`src/rtl/network_cfg_pkg.sv`:
```
// rtl/network_cfg_pkg.sv - shared widths, frame layout and D2 helper for the config chain loader
package network_cfg_pkg;

    localparam int HW_WIDTH  = 5;
    localparam int T_WIDTH   = 5;
    localparam int D1_WIDTH  = 5;
    localparam int D2_WIDTH  = 9;
    localparam int NNEUR     = 16;
    localparam int VTH_WIDTH = 5;
    localparam int TPD_WIDTH = 4;
    localparam int NLAYER    = 5;

    localparam int FRAME_W = HW_WIDTH + T_WIDTH + D1_WIDTH + D2_WIDTH
                           + NNEUR * (VTH_WIDTH + 1) + TPD_WIDTH + 4;
    localparam int CNT_W   = $clog2(FRAME_W);

    localparam int OFS_HW        = 0;
    localparam int OFS_T         = OFS_HW + HW_WIDTH;
    localparam int OFS_D1        = OFS_T + T_WIDTH;
    localparam int OFS_D2        = OFS_D1 + D1_WIDTH;
    localparam int OFS_VTH       = OFS_D2 + D2_WIDTH;
    localparam int OFS_NOFF      = OFS_VTH + NNEUR * VTH_WIDTH;
    localparam int OFS_TPD       = OFS_NOFF + NNEUR;
    localparam int OFS_PD_EN_MEM = OFS_TPD + TPD_WIDTH;
    localparam int OFS_PD_EN_CIM = OFS_PD_EN_MEM + 1;
    localparam int OFS_BP        = OFS_PD_EN_CIM + 1;
    localparam int OFS_SWP       = OFS_BP + 1;

    typedef enum logic [1:0] {
        ST_IDLE  = 2'd0,
        ST_SHIFT = 2'd1,
        ST_GAP   = 2'd2
    } state_t;

    // Small feature maps (HW < 3) fall back to D2 = T instead of a negative product
    function automatic logic [D2_WIDTH-1:0] auto_d2(input logic [HW_WIDTH-1:0] hw,
                                                   input logic [T_WIDTH-1:0]  t);
        logic [15:0] full;
        if (hw < HW_WIDTH'(3)) begin
            full = 16'(t);
        end else begin
            full = (16'(hw) - 16'd3) * (16'(t) + 16'd1) + 16'(t);
        end
        return full[D2_WIDTH-1:0];
    endfunction

endpackage

```
`src/rtl/network_cfg_loader_if.sv`:
```
// rtl/network_cfg_loader_if.sv - record load handshake between host and config loader
interface network_cfg_loader_if
    import network_cfg_pkg::*;
    ();

    logic                         LOAD_VALID;
    logic                         LOAD_READY;
    logic                         AUTO_DELAY;
    logic [HW_WIDTH-1:0]          LD_HW;
    logic [T_WIDTH-1:0]           LD_T;
    logic [D1_WIDTH-1:0]          LD_D1;
    logic [D2_WIDTH-1:0]          LD_D2;
    logic [NNEUR*VTH_WIDTH-1:0]   LD_VTH;
    logic [NNEUR-1:0]             LD_NOFF;
    logic [TPD_WIDTH-1:0]         LD_TPD;
    logic                         LD_PD_EN_MEM;
    logic                         LD_PD_EN_CIM;
    logic                         LD_BP;
    logic                         LD_SWP;

    modport master (
        output LOAD_VALID, AUTO_DELAY, LD_HW, LD_T, LD_D1, LD_D2, LD_VTH, LD_NOFF,
               LD_TPD, LD_PD_EN_MEM, LD_PD_EN_CIM, LD_BP, LD_SWP,
        input  LOAD_READY
    );

    modport slave (
        input  LOAD_VALID, AUTO_DELAY, LD_HW, LD_T, LD_D1, LD_D2, LD_VTH, LD_NOFF,
               LD_TPD, LD_PD_EN_MEM, LD_PD_EN_CIM, LD_BP, LD_SWP,
        output LOAD_READY
    );

endinterface

```
`src/rtl/network_cfg_pack.sv`:
```
// rtl/network_cfg_pack.sv - combinational packing of one layer record into a chain frame
module network_cfg_pack
    import network_cfg_pkg::*;
(
    input  logic                       auto_delay,
    input  logic [HW_WIDTH-1:0]        hw,
    input  logic [T_WIDTH-1:0]         t,
    input  logic [D1_WIDTH-1:0]        d1_in,
    input  logic [D2_WIDTH-1:0]        d2_in,
    input  logic [NNEUR*VTH_WIDTH-1:0] vth,
    input  logic [NNEUR-1:0]           noff,
    input  logic [TPD_WIDTH-1:0]       tpd,
    input  logic                       pd_en_mem,
    input  logic                       pd_en_cim,
    input  logic                       bp,
    input  logic                       swp,
    output logic [FRAME_W-1:0]         frame
);

    logic [D1_WIDTH-1:0] d1;
    logic [D2_WIDTH-1:0] d2;

    always_comb begin
        d1 = auto_delay ? D1_WIDTH'(t) : d1_in;
        d2 = auto_delay ? auto_d2(hw, t) : d2_in;
    end

    always_comb begin
        frame                             = '0;
        frame[OFS_HW   +: HW_WIDTH]       = hw;
        frame[OFS_T    +: T_WIDTH]        = t;
        frame[OFS_D1   +: D1_WIDTH]       = d1;
        frame[OFS_D2   +: D2_WIDTH]       = d2;
        frame[OFS_VTH  +: NNEUR*VTH_WIDTH] = vth;
        frame[OFS_NOFF +: NNEUR]          = noff;
        frame[OFS_TPD  +: TPD_WIDTH]      = tpd;
        frame[OFS_PD_EN_MEM]              = pd_en_mem;
        frame[OFS_PD_EN_CIM]              = pd_en_cim;
        frame[OFS_BP]                     = bp;
        frame[OFS_SWP]                    = swp;
    end

endmodule

```
`src/rtl/network_cfg_loader.sv`:
```
// rtl/network_cfg_loader.sv - accepts layer records and shifts them LSB-first into the config chain
module network_cfg_loader
    import network_cfg_pkg::*;
(
    input  logic                 CLK,
    input  logic                 RST,
    network_cfg_loader_if.slave  ld,
    output logic                 CFG_WE,
    output logic                 CFG_D,
    output logic                 BUSY,
    output logic                 CFG_DONE,
    output logic [2:0]           LAYER_CNT
);

    state_t               state;
    logic [FRAME_W-1:0]   frame;
    logic [FRAME_W-1:0]   sr;
    logic [CNT_W-1:0]     bit_cnt;

    network_cfg_pack u_pack (
        .auto_delay (ld.AUTO_DELAY),
        .hw         (ld.LD_HW),
        .t          (ld.LD_T),
        .d1_in      (ld.LD_D1),
        .d2_in      (ld.LD_D2),
        .vth        (ld.LD_VTH),
        .noff       (ld.LD_NOFF),
        .tpd        (ld.LD_TPD),
        .pd_en_mem  (ld.LD_PD_EN_MEM),
        .pd_en_cim  (ld.LD_PD_EN_CIM),
        .bp         (ld.LD_BP),
        .swp        (ld.LD_SWP),
        .frame      (frame)
    );

    // Bit 0 is driven on the acceptance edge, so sr holds only the bits still to go
    always_ff @(posedge CLK or posedge RST) begin
        if (RST) begin
            state         <= ST_IDLE;
            sr            <= '0;
            bit_cnt       <= '0;
            ld.LOAD_READY <= 1'b1;
            CFG_WE        <= 1'b0;
            CFG_D         <= 1'b0;
            BUSY          <= 1'b0;
            CFG_DONE      <= 1'b0;
            LAYER_CNT     <= 3'd0;
        end else begin
            CFG_DONE <= 1'b0;
            case (state)
                ST_IDLE: begin
                    if (ld.LOAD_VALID) begin
                        sr            <= frame >> 1;
                        CFG_D         <= frame[0];
                        CFG_WE        <= 1'b1;
                        bit_cnt       <= '0;
                        ld.LOAD_READY <= 1'b0;
                        BUSY          <= 1'b1;
                        state         <= ST_SHIFT;
                    end
                end
                ST_SHIFT: begin
                    if (bit_cnt == CNT_W'(FRAME_W - 1)) begin
                        CFG_WE <= 1'b0;
                        CFG_D  <= 1'b0;
                        state  <= ST_GAP;
                        if (LAYER_CNT == 3'(NLAYER - 1)) begin
                            LAYER_CNT <= 3'd0;
                            CFG_DONE  <= 1'b1;
                        end else begin
                            LAYER_CNT <= LAYER_CNT + 3'd1;
                        end
                    end else begin
                        CFG_D   <= sr[0];
                        sr      <= sr >> 1;
                        bit_cnt <= bit_cnt + CNT_W'(1);
                    end
                end
                ST_GAP: begin
                    BUSY          <= 1'b0;
                    ld.LOAD_READY <= 1'b1;
                    state         <= ST_IDLE;
                end
                default: begin
                    state <= ST_IDLE;
                end
            endcase
        end
    end

endmodule

```
`src/flat_wrapper.sv`:
```
// flat-port wrapper written by rule: the top's interface ports become plain ports
module network_cfg_loader_flat import network_cfg_pkg::*;
  (CLK, RST, CFG_WE, CFG_D, BUSY, CFG_DONE, LAYER_CNT, ld_LOAD_VALID, ld_AUTO_DELAY, ld_LD_HW, ld_LD_T, ld_LD_D1, ld_LD_D2, ld_LD_VTH, ld_LD_NOFF, ld_LD_TPD, ld_LD_PD_EN_MEM, ld_LD_PD_EN_CIM, ld_LD_BP, ld_LD_SWP, ld_LOAD_READY);
  network_cfg_loader_if ld_i ();
  input  logic CLK;
  input  logic RST;
  output logic CFG_WE;
  output logic CFG_D;
  output logic BUSY;
  output logic CFG_DONE;
  output logic [2:0] LAYER_CNT;
  input wire logic [$bits(ld_i.LOAD_VALID)-1:0] ld_LOAD_VALID;
  input wire logic [$bits(ld_i.AUTO_DELAY)-1:0] ld_AUTO_DELAY;
  input wire logic [$bits(ld_i.LD_HW)-1:0] ld_LD_HW;
  input wire logic [$bits(ld_i.LD_T)-1:0] ld_LD_T;
  input wire logic [$bits(ld_i.LD_D1)-1:0] ld_LD_D1;
  input wire logic [$bits(ld_i.LD_D2)-1:0] ld_LD_D2;
  input wire logic [$bits(ld_i.LD_VTH)-1:0] ld_LD_VTH;
  input wire logic [$bits(ld_i.LD_NOFF)-1:0] ld_LD_NOFF;
  input wire logic [$bits(ld_i.LD_TPD)-1:0] ld_LD_TPD;
  input wire logic [$bits(ld_i.LD_PD_EN_MEM)-1:0] ld_LD_PD_EN_MEM;
  input wire logic [$bits(ld_i.LD_PD_EN_CIM)-1:0] ld_LD_PD_EN_CIM;
  input wire logic [$bits(ld_i.LD_BP)-1:0] ld_LD_BP;
  input wire logic [$bits(ld_i.LD_SWP)-1:0] ld_LD_SWP;
  output wire logic [$bits(ld_i.LOAD_READY)-1:0] ld_LOAD_READY;
  assign ld_i.LOAD_VALID = ld_LOAD_VALID;
  assign ld_i.AUTO_DELAY = ld_AUTO_DELAY;
  assign ld_i.LD_HW = ld_LD_HW;
  assign ld_i.LD_T = ld_LD_T;
  assign ld_i.LD_D1 = ld_LD_D1;
  assign ld_i.LD_D2 = ld_LD_D2;
  assign ld_i.LD_VTH = ld_LD_VTH;
  assign ld_i.LD_NOFF = ld_LD_NOFF;
  assign ld_i.LD_TPD = ld_LD_TPD;
  assign ld_i.LD_PD_EN_MEM = ld_LD_PD_EN_MEM;
  assign ld_i.LD_PD_EN_CIM = ld_LD_PD_EN_CIM;
  assign ld_i.LD_BP = ld_LD_BP;
  assign ld_i.LD_SWP = ld_LD_SWP;
  assign ld_LOAD_READY = ld_i.LOAD_READY;
  network_cfg_loader u_core (.CLK(CLK), .RST(RST), .ld(ld_i), .CFG_WE(CFG_WE), .CFG_D(CFG_D), .BUSY(BUSY), .CFG_DONE(CFG_DONE), .LAYER_CNT(LAYER_CNT));
endmodule
```
`config.mk`:
```
export PLATFORM = sky130hd
export DESIGN_NAME = network_cfg_loader_flat
export DESIGN_NICKNAME = d
export VERILOG_FILES = /design/src/rtl/network_cfg_pkg.sv /design/src/rtl/network_cfg_loader_if.sv /design/src/rtl/network_cfg_pack.sv /design/src/rtl/network_cfg_loader.sv /design/src/flat_wrapper.sv
export SDC_FILE = /design/constraint.sdc
export NUM_CORES = 1
export LEC_CHECK = 0
export ABC_AREA = 1
export CORE_UTILIZATION = 35
export DETAILED_ROUTE_END_ITERATION = 12
export PLACE_DENSITY_LB_ADDON = 0.2
export SLEW_MARGIN = 10
export SYNTH_ARGS = -nofsm -noshare
export SYNTH_HDL_FRONTEND = slang
export SYNTH_SLANG_ARGS = --single-unit
```
`constraint.sdc`:
```
create_clock -name CLK -period 4.69 [get_ports CLK]
set_input_delay 0.938 -clock CLK [delete_from_list [all_inputs] [get_ports CLK]]
set_output_delay 0.938 -clock CLK [all_outputs]
set_load 0.05 [all_outputs]
```
# Word level (Yosys, flattened, before mapping)
# Cells that the tools add are included.
totals:
  inputBits: 132
  out_inout_bits: 8
  register_bits: 145
  word_cells: 57
classes:
  n_reduce_logical: 9
  addsub: 5
  muxes: 25
  n_mul: 1
  eq_ne: 7
  n_lt_le_gt_ge: 1
ops:
  columns: ["operator", "n"]
  rows:
  - ["128-bit 2-to-1 mux", 2]
  - ["128-bit case mux with 2 select lines", 1]
  - ["9-bit 2-to-1 mux", 2]
  - ["7-bit 2-to-1 mux", 2]
  - ["7-bit case mux with 2 select lines", 1]
  - ["9-bit by 6-bit adder with 9-bit output", 1]
  - ["6-bit by 7-bit multiplier with 9-bit output", 1]
  - ["1-bit 2-to-1 mux", 8]
  - ["1-bit case mux with 2 select lines", 4]
  - ["2-bit AND reduction", 4]
  - ["7-bit by 1-bit adder with 7-bit output, second input constant", 1]
  - ["7-bit equality test, second input constant", 1]
  - ["5-bit by 1-bit adder with 6-bit output, second input constant", 1]
  - ["3-bit AND reduction", 2]
  - ["5-bit by 2-bit subtractor with 6-bit output, second input constant", 1]
  - ["5-bit by 2-bit < comparator with 1-bit output, second input constant", 1]
  - ["5-bit 2-to-1 mux", 1]
  - ["2-bit 2-to-1 mux", 2]
  - ["2-bit != test, second input constant", 2]
  - ["2-bit case mux with 2 select lines", 1]
  - ["2-bit nonzero test", 2]
  - ["3-bit by 1-bit adder with 3-bit output, second input constant", 1]
  - ["3-bit equality test, second input constant", 1]
  - ["3-bit 2-to-1 mux", 1]
  - ["4 further kinds", 4]

# Longest topological paths before layout
# Gate-level depths: netlist of run 1.
logic_depth:
  word_depth: 7
  depth_mapped: 26
  mapped_depth_nobuf: 25

# Cells and area by module
# From an unflattened synthesis of run 1, not the netlist that was laid out.
hier_totals:
  hier_cells: 1411
  hier_area_um2: 9751.9
by_module_without_submodules:
  columns: ["module", "n_inst", "cells_per_inst", "area_each_um2"]
  rows:
  - ["network_cfg_loader", 1, 1058, 7384.6]
  - ["network_cfg_pack", 1, 353, 2367.3]

# Worst setup path after synthesis of run 1
# Ideal clock, no wire load.
synth_path:
  path_type: "in2reg"
  startpoint: "input port ld_LD_HW[0]"
  endpoint: "register u_core.sr[21]"
  setup_time_ps: 116
  arrival_ps: 4694
  cell_stages: 20
  required_ps: 4574
  slack_ps: -121
  path_cell_list: "ha_1 xor2_1 nor2_1 fa_1 inv_1 fa_1 inv_1 fa_1 fa_1 ha_1 inv_1 or2_2 nand2_1 nand2_1 nand2_1 nand2_1 nand3_1 nand3_1 nand2_1 nand2_1"
synth_via:
  elab_chain_len: 7
  elab_cells_between_ends: 8
  classes_between: "2 x add/sub; 1 x mul; 1 x order compare; 4 x mux"
synth_rtl:
  columns: ["element", "line", "text"]
  rows:
  - ["from (decl)", "flat_wrapper.sv:14", "input wire logic [$bits(ld_i.LD_HW)-1:0] ld_LD_HW;"]
  - ["5-bit by 2-bit subtractor with 6-bit output", "network_cfg_pkg.sv:42", "full = (16'(hw) - 16'd3) * (16'(t) + 16'd1) + 16'(t);"]
  - ["6-bit by 7-bit multiplier with 9-bit output", "network_cfg_pkg.sv:42", null]
  - ["9-bit by 6-bit adder with 9-bit output", "network_cfg_pkg.sv:42", null]
  - ["9-bit 2-to-1 mux *", "network_cfg_pkg.sv:39", "if (hw < HW_WIDTH'(3)) begin"]
  - ["9-bit 2-to-1 mux *", "network_cfg_pack.sv:25", "d2 = auto_delay ? auto_d2(hw, t) : d2_in;"]
  - ["128-bit 2-to-1 mux *", "network_cfg_loader.sv:52", "if (ld.LOAD_VALID) begin"]
  - ["128-bit case mux with 2 select lines *", "network_cfg_loader.sv:50", "case (state)"]
  - ["to (signal assigned)", "network_cfg_loader.sv:53", "sr <= frame >> 1;"]
  - ["to (signal assigned)", "network_cfg_loader.sv:75", "sr <= sr >> 1;"]
  - ["to (decl)", "network_cfg_loader.sv:17", "logic [FRAME_W-1:0] sr;"]
# Every way passes the cells marked *; elsewhere a longest branch is shown, timed or not. The select of a mux whose other input is x is not followed.
# A chain may end at the register's enable or synchronous reset.

# Worst setup path after layout of run 1
layout_path:
  startpoint: "input port ld_LD_HW[3]"
  endpoint: "register u_core.sr[21]"
# Same word-level chain as after synthesis.

==> results of run 1 <==
==> stage by stage <==
| step | cell area, um^2 | setup WS (ns) | hold WS [ns] | util, % |
|---|---|---|---|---|
| 2_1_floorplan | 8790 | -0.0960 | 0.448 | - |
| 3_3_place_gp | 10600 | -0.668 | 0.465 | 43.5 |
| 3_5_place_dp | 10600 | -0.710 | 0.471 | 43.5 |
| 4_1_cts | 11200 | 0.00609 | 0.487 | 45.8 |
| 5_1_grt | 11300 | 0.0114 | 0.509 | 46.0 |
| 6_report | 11300 | 0.231 | 0.485 | 46.0 |
==> timing repair <==
action / in CTS / in global routing
setup endpoints to repair: 5 / 5
pin swaps: 7 / 10
hold buffers: 0 / 0
setup buffers: 1 / 2
gates resized for setup: 17 / 27
==> cells by family after synthesis <==
family,share of synthesized area (%)
xor+xnor,0.898
buf+inv,12.0
simple gates,13.5
flops,41.1
compound gates,25.2
fa+ha+maj,7.38
other cells,0.0427
==> state kept, by name, indices dropped and copies added, names as in the netlist <==
signal	count
u_core.CFG_WE	1
u_core.state	2
u_core.bit_cnt	7
u_core.ld.LOAD_READY	1
u_core.BUSY	1
u_core.CFG_DONE	1
u_core.sr	127
u_core.LAYER_CNT	3
u_core.CFG_D	1
==> layout by cell type (no fill, tap or decap), drive strengths merged, types with 6 or more instances in the layout <==
cell type / n
buf: 54
o21ai: 142
a21oi: 22
dfrtp: 143
xor2: 6
ha: 23
clkbuf: 27
nand3: 29
clkdlybuf4s50: 129
o211ai: 115
nor2: 40
fa: 18
inv: 176
nand2: 212
==> power breakdown <==
group          leakage, nW  switching (W)  internal, W  total, W
combinational         3.59        0.00129      0.00111   0.00240
clock                0.253       0.000555     0.000693   0.00125
sequential            1.70       0.000176      0.00182   0.00200
==> area by class of cell <==
class | count | area (um^2) | area share (%)
Timing Repair Buffer | 193 | 1820 | 16.2
Inverter | 174 | 657 | 5.84
Multi-Input combinational cell | 623 | 4230 | 37.6
Clock buffer | 20 | 447 | 3.97
Sequential cell | 144 | 3600 | 32.0
Tap cell | 324 | 405 | 3.60
Clock inverter | 11 | 85.1 | 0.756
==> how the worst min path moves through the flow <==
stage / start / cells past startpoint / endpoint / slack, ns
5_1_grt: u_core.sr[18] / 2 / u_core.sr[18] / 0.51
4_1_cts: u_core.sr[13] / 2 / u_core.sr[13] / 0.49
6_report: u_core.sr[14] / 2 / u_core.sr[14] / 0.49
3_3_place_gp: u_core.sr[22] / 2 / u_core.sr[22] / 0.46
3_5_place_dp: u_core.sr[13] / 2 / u_core.sr[13] / 0.47
2_1_floorplan: u_core.sr[11] / 2 / u_core.sr[11] / 0.45
==> metal layers <==
| metal | vias to the layer above | routed length (um) | track usage (%) |
|---|---|---|---|
| met5 | - | 0 | 0 |
| met1 | 3254 | 9630 | 22.5 |
| met4 | 0 | 178 | 3.90 |
| li1 | 3579 | - | - |
| met3 | 13 | 1030 | 4.24 |
| met2 | 127 | 8530 | 24.2 |
==> worst max-delay path, delay by kind of cell <==
family / cells / cell delay (ns)
compound gates: 1 / 0.05
simple gates: 14 / 1.21
buf+inv: 6 / 0.71
fa+ha+maj: 5 / 1.85
==> results.md, run 1 <==
- Worst min-delay path class: register to register
- MaxCap Viol Count: 0
- Worst R2R Start: u_core.state[0]
- Syn_nets: 1172
- Routed WL: 19400 um
- Clk sinks: 144
- Crit-path max cell delay: 0.51 ns
- Post-synthesis average cell area: 8.79 um^2
- Core area: 24500 um^2
- Share of async-settable or async-resettable flops after synthesis: 100%
- CP most frequent cell: nand2_1
- Yosys warning count: 0
- DRT antenna net count: 0
- Die X: 160 um
- Final setup TNS: 0 ns
- Syn Inst Count: 999
- Largest net degree at the start of global routing: 165
- Area contributors post-synth: dfrtp_1, o211ai_2, nand2_1, inv_1, o21ai_1
- I/O pin count: 140
- Area of the mapped netlist: 8780 um^2
- Worst path arrival time: 4.77 ns
- Post-DP HPWL: 13300 um
- Residual DRC: 0
- Die H: 160 um
- Slew Limit Fails: 0
- Setup CP Type: input port to register
- CTS Buffer Depth: 2
- Final setup viols: 0
- Drt pass-1 iters: 4
- Peak supply drop: 0.000235 V
- Post-synthesis sequential area ratio: 41.1%
- Initial Utilization: 35.9%
- Die footprint: 25700 um^2
- RSZ-0062 raised after global routing: false
- Commonest cells post-synth: nand2_1, inv_1, dfrtp_1
- Critical-path maximum fanout: 4
- First-pass GRT wire length: 33300 um
- Slowest cell on the critical path: fa_1
- H-tree Lvls: 4
- Synth Flop Type: dfrtp_1
- Via/cell ratio: 4.68
- Netlist cell types: 35
- Max-slew headroom: 42.0%
- Synthesis-to-finish area growth: 28.2%
- Overflow left after global routing: 0
- Final Cycle Share: 95.1%
- Final min period: 4.46 ns
- WP data required: 5.00 ns
- Drt wl/cell: 13.0 um
- Status: finished, final reports clean
- Gpl congestion: 0.866
- CP endpoint kind: register
- Worst clock skew: 0.0152 ns
- Clock slew at reported path FFs: 0.07 ns
- Initial antenna violation count: 0
- All-Layer GR Usage: 15.9%
- Number of global-route vias before repair: 6787
- Reg2reg setup slack: 2.11 ns
- Critical path launch point type: input port
- CTS root buf: clkbuf_16
- FP Rows: 57
- Synthesized flop and latch total: 144
- Leakage: 5.55 nW
- RR Endpoint: u_core.sr[64]
- Slew of the pin with the lowest slew margin: 0.869 ns
- Layout Cells excl Fill: 1489
- Critical Path End: u_core.sr[21]
- PwrDens: 501 nW/um^2
- Most numerous cell in the Yosys netlist: nand2_1
- CP Launch Point: ld_LD_HW[3]
- CTS buffer count: 17
- CTS tree: built
- Vias: 6973
- Worst R2R Path Depth: 7
- Layout net count: 1326
- Yosys top cell area share: 40.8%
- Layout cell share with drive strength beyond 1: 18.9%
- Placed cells: 1455
- DR iter-0 viols: 265
- EDFF count, synth: 0
- Total power: 0.00564 W
- PortBufs: 139
- Worst-Skew Late Latency: 0.42 ns
- Final Hold Fails: 0
- Area leader, netlist: dfrtp_1
- Fillers: 2423
- Achievable frequency: 224 MHz
- N_diodes: 0
No activity file was read; power rests on OpenSTA's default activity.
==> run 2: changes to the inputs <==
--- a/config.mk
+++ b/config.mk
@@ -9,7 +9,6 @@
 export CORE_UTILIZATION = 35
 export DETAILED_ROUTE_END_ITERATION = 12
 export PLACE_DENSITY_LB_ADDON = 0.2
-export SLEW_MARGIN = 10
 export SYNTH_ARGS = -nofsm -noshare
 export SYNTH_HDL_FRONTEND = slang
 export SYNTH_SLANG_ARGS = --single-unit
==> results of run 2 <==
Same layout as run 1: the final DEF is identical, and so are final timing and power.
==> run 3: changes to the inputs <==
--- a/config.mk
+++ b/config.mk
@@ -9,6 +9,7 @@
 export CORE_UTILIZATION = 35
 export DETAILED_ROUTE_END_ITERATION = 12
 export PLACE_DENSITY_LB_ADDON = 0.2
+export RECOVER_POWER = 25
 export SYNTH_ARGS = -nofsm -noshare
 export SYNTH_HDL_FRONTEND = slang
 export SYNTH_SLANG_ARGS = --single-unit
==> results.md, run 3 (synthesis results as in run 1) <==
- Core area: 24500 um^2
- Reg power frac: 35.5%
- Vias: 6972
- Commonest non-fill, non-tap cell in the layout: nand2_1
- CTS root buf: clkbuf_16
- Routed WL: 19400 um
- Overflow left after global routing: 0
- Worst min-delay path class: register to register
- Final instance area: 11200 um^2
- WP data required: 5.00 ns
- Initial Utilization: 35.9%
- Slew Limit Fails: 34
- Number of global-route vias before repair: 6787
- Cts hold-fix bufs: 0
- All-Layer GR Usage: 15.9%
- Gpl congestion: 0.866
- Setup CP Type: input port to register
- Worst path arrival time: 4.77 ns
- CTS tree: built
- Initial antenna violation count: 1
- N_diodes: 0
- Residual DRC: 0
- Clock slew at reported path FFs: 0.07 ns
- PwrDens: 502 nW/um^2
- Layout net count: 1326
- PortBufs: 139
- Largest net degree at the start of global routing: 165
- Slew of the pin with the lowest slew margin: 1.64 ns
- Fillers: 2430
- Post-DP HPWL: 13300 um
- Pint: 0.00361 W
- Register area: 3600 um^2
- Final setup viols: 0
- Net Switching: 0.00201 W
- Die H: 160 um
- DRT antenna net count: 0
- Critical-path maximum fanout: 3
- Biggest regs: u_core.sr (127), u_core.bit_cnt (7), u_core.LAYER_CNT (3)
- Die footprint: 25700 um^2
- RSZ-0062 raised after global routing: false
- Clk sinks: 144
- H-tree Lvls: 4
- Peak supply drop: 0.000235 V
- Worst clock skew: 0.0152 ns
- Max FFs per register: 127
- First-pass GRT wire length: 33300 um
- Switch share: 35.8%
- MaxCap Viol Count: 1
- Final Cycle Share: 95.0%
- DR iter-0 viols: 276
- Max-slew headroom: -9.81%
- Comb power frac: 42.3%
- Achievable frequency: 225 MHz
- Synthesis-to-finish area growth: 27.6%
- I/O pin count: 140
- CTS buffer count: 17
- Clock share of power: 22.2%
- Drt wl/cell: 13.0 um
- CTS Buffer Depth: 2
- Final Hold Fails: 0
- Layout cell share with drive strength beyond 1: 17.9%
- Area after DPL: 10600 um^2
- Failing checks: capacitance limit, slew limit
- Status: finished with violations
- Leakage: 5.51 nW
- Via/cell ratio: 4.68
- DP Worst Slack: -0.710 ns
- Critical path launch point type: input port
- Drt pass-1 iters: 4
- CP endpoint kind: register
- Die X: 160 um
- PnR worst setup slack: 0.236 ns
- Most frequent cells in the layout: nand2_1, inv_1, dfrtp_1
- Multi-input gate area: 4180 um^2
- FP Rows: 57
- Reg with most FFs: u_core.sr
- Final min period: 4.45 ns
- Worst-Skew Late Latency: 0.42 ns
## run 3: power by group through the flow
stage	logic (W)	clock network (W)	registers (W)
floorplan	0.00183	0	0.00200
global placement	0.00234	0	0.00200
detailed placement	0.00237	0	0.00202
CTS	0.00242	0.00129	0.00200
global route	0.00277	0.00134	0.00206
finish	0.00238	0.00125	0.00200
## run 3: cell type report
type	count	share of cell area [%]
clock inverters	11	0.760
flip-flops and latches	144	32.2
inverters	174	5.84
well taps	324	3.62
multi-input cells	623	37.4
clock buffers	20	3.99
repair buffers	193	16.3
## run 3: critical path, stage by stage
cell      delay, ns
clkbuf_2       0.12
ha_4           0.15
nand3_1        0.08
nand2_1        0.07
nand2_1        0.08
buf_4          0.15
nor2_1         0.11
fa_1           0.43
ha_1           0.29
inv_1          0.05
fa_1           0.49
fa_1           0.51
inv_1          0.04
ha_1           0.32
nand2_1        0.06
nand2_1        0.07
a31oi_2        0.05
or2_2          0.30
nand2_1        0.06
nand2_1        0.06
nand2_1        0.05
nand2_1        0.04
nand3_1        0.06
nand3_1        0.07
nand2_1        0.07
nand2_1        0.04
## run 3: layer usage
metal | GRT usage, % | up-vias | share of wire, %
met4 | 3.90 | 2 | 0.94
met1 | 22.5 | 3262 | 50
met3 | 4.24 | 15 | 5.2
met2 | 24.2 | 119 | 44
li1 | - | 3574 | -
met5 | 0 | - | 0.067
## run 3: per-stage QoR
step                util [%]  power, W  TNS, ns  hold WS [ns]  cells
floorplan                  -   0.00383  -0.0960         0.448    999
global placement        43.5   0.00433    -3.09         0.465   1455
detailed placement      43.5   0.00439    -3.27         0.471   1455
CTS                     45.8   0.00571        0         0.487   1487
global route            45.8   0.00616        0         0.509   1489
finish                  45.8   0.00562        0         0.485   1489
## run 3: final timing paths
kind	startpoint	to	slack, ns	cells after the start
worst max-delay path	ld_LD_T[1]	u_core.sr[21]	0.24	26
worst min-delay path	u_core.sr[14]	u_core.sr[14]	0.49	2
worst max register to register	u_core.state[0]	u_core.sr[64]	2.14	7
worst min register to register	u_core.sr[14]	u_core.sr[14]	0.49	2
max in group asynchronous	RST	u_core.sr[40]	1.45	3
min in group asynchronous	RST	u_core.sr[77]	1.36	2
## run 3: timing repair
action | 4_1_cts | 5_1_grt
pin swaps | 7 | 10
resized for setup | 17 | 27
endpoints found under the setup margin | 5 | 5
hold endpoints to repair | 0 | 0
setup buffers | 1 | 2
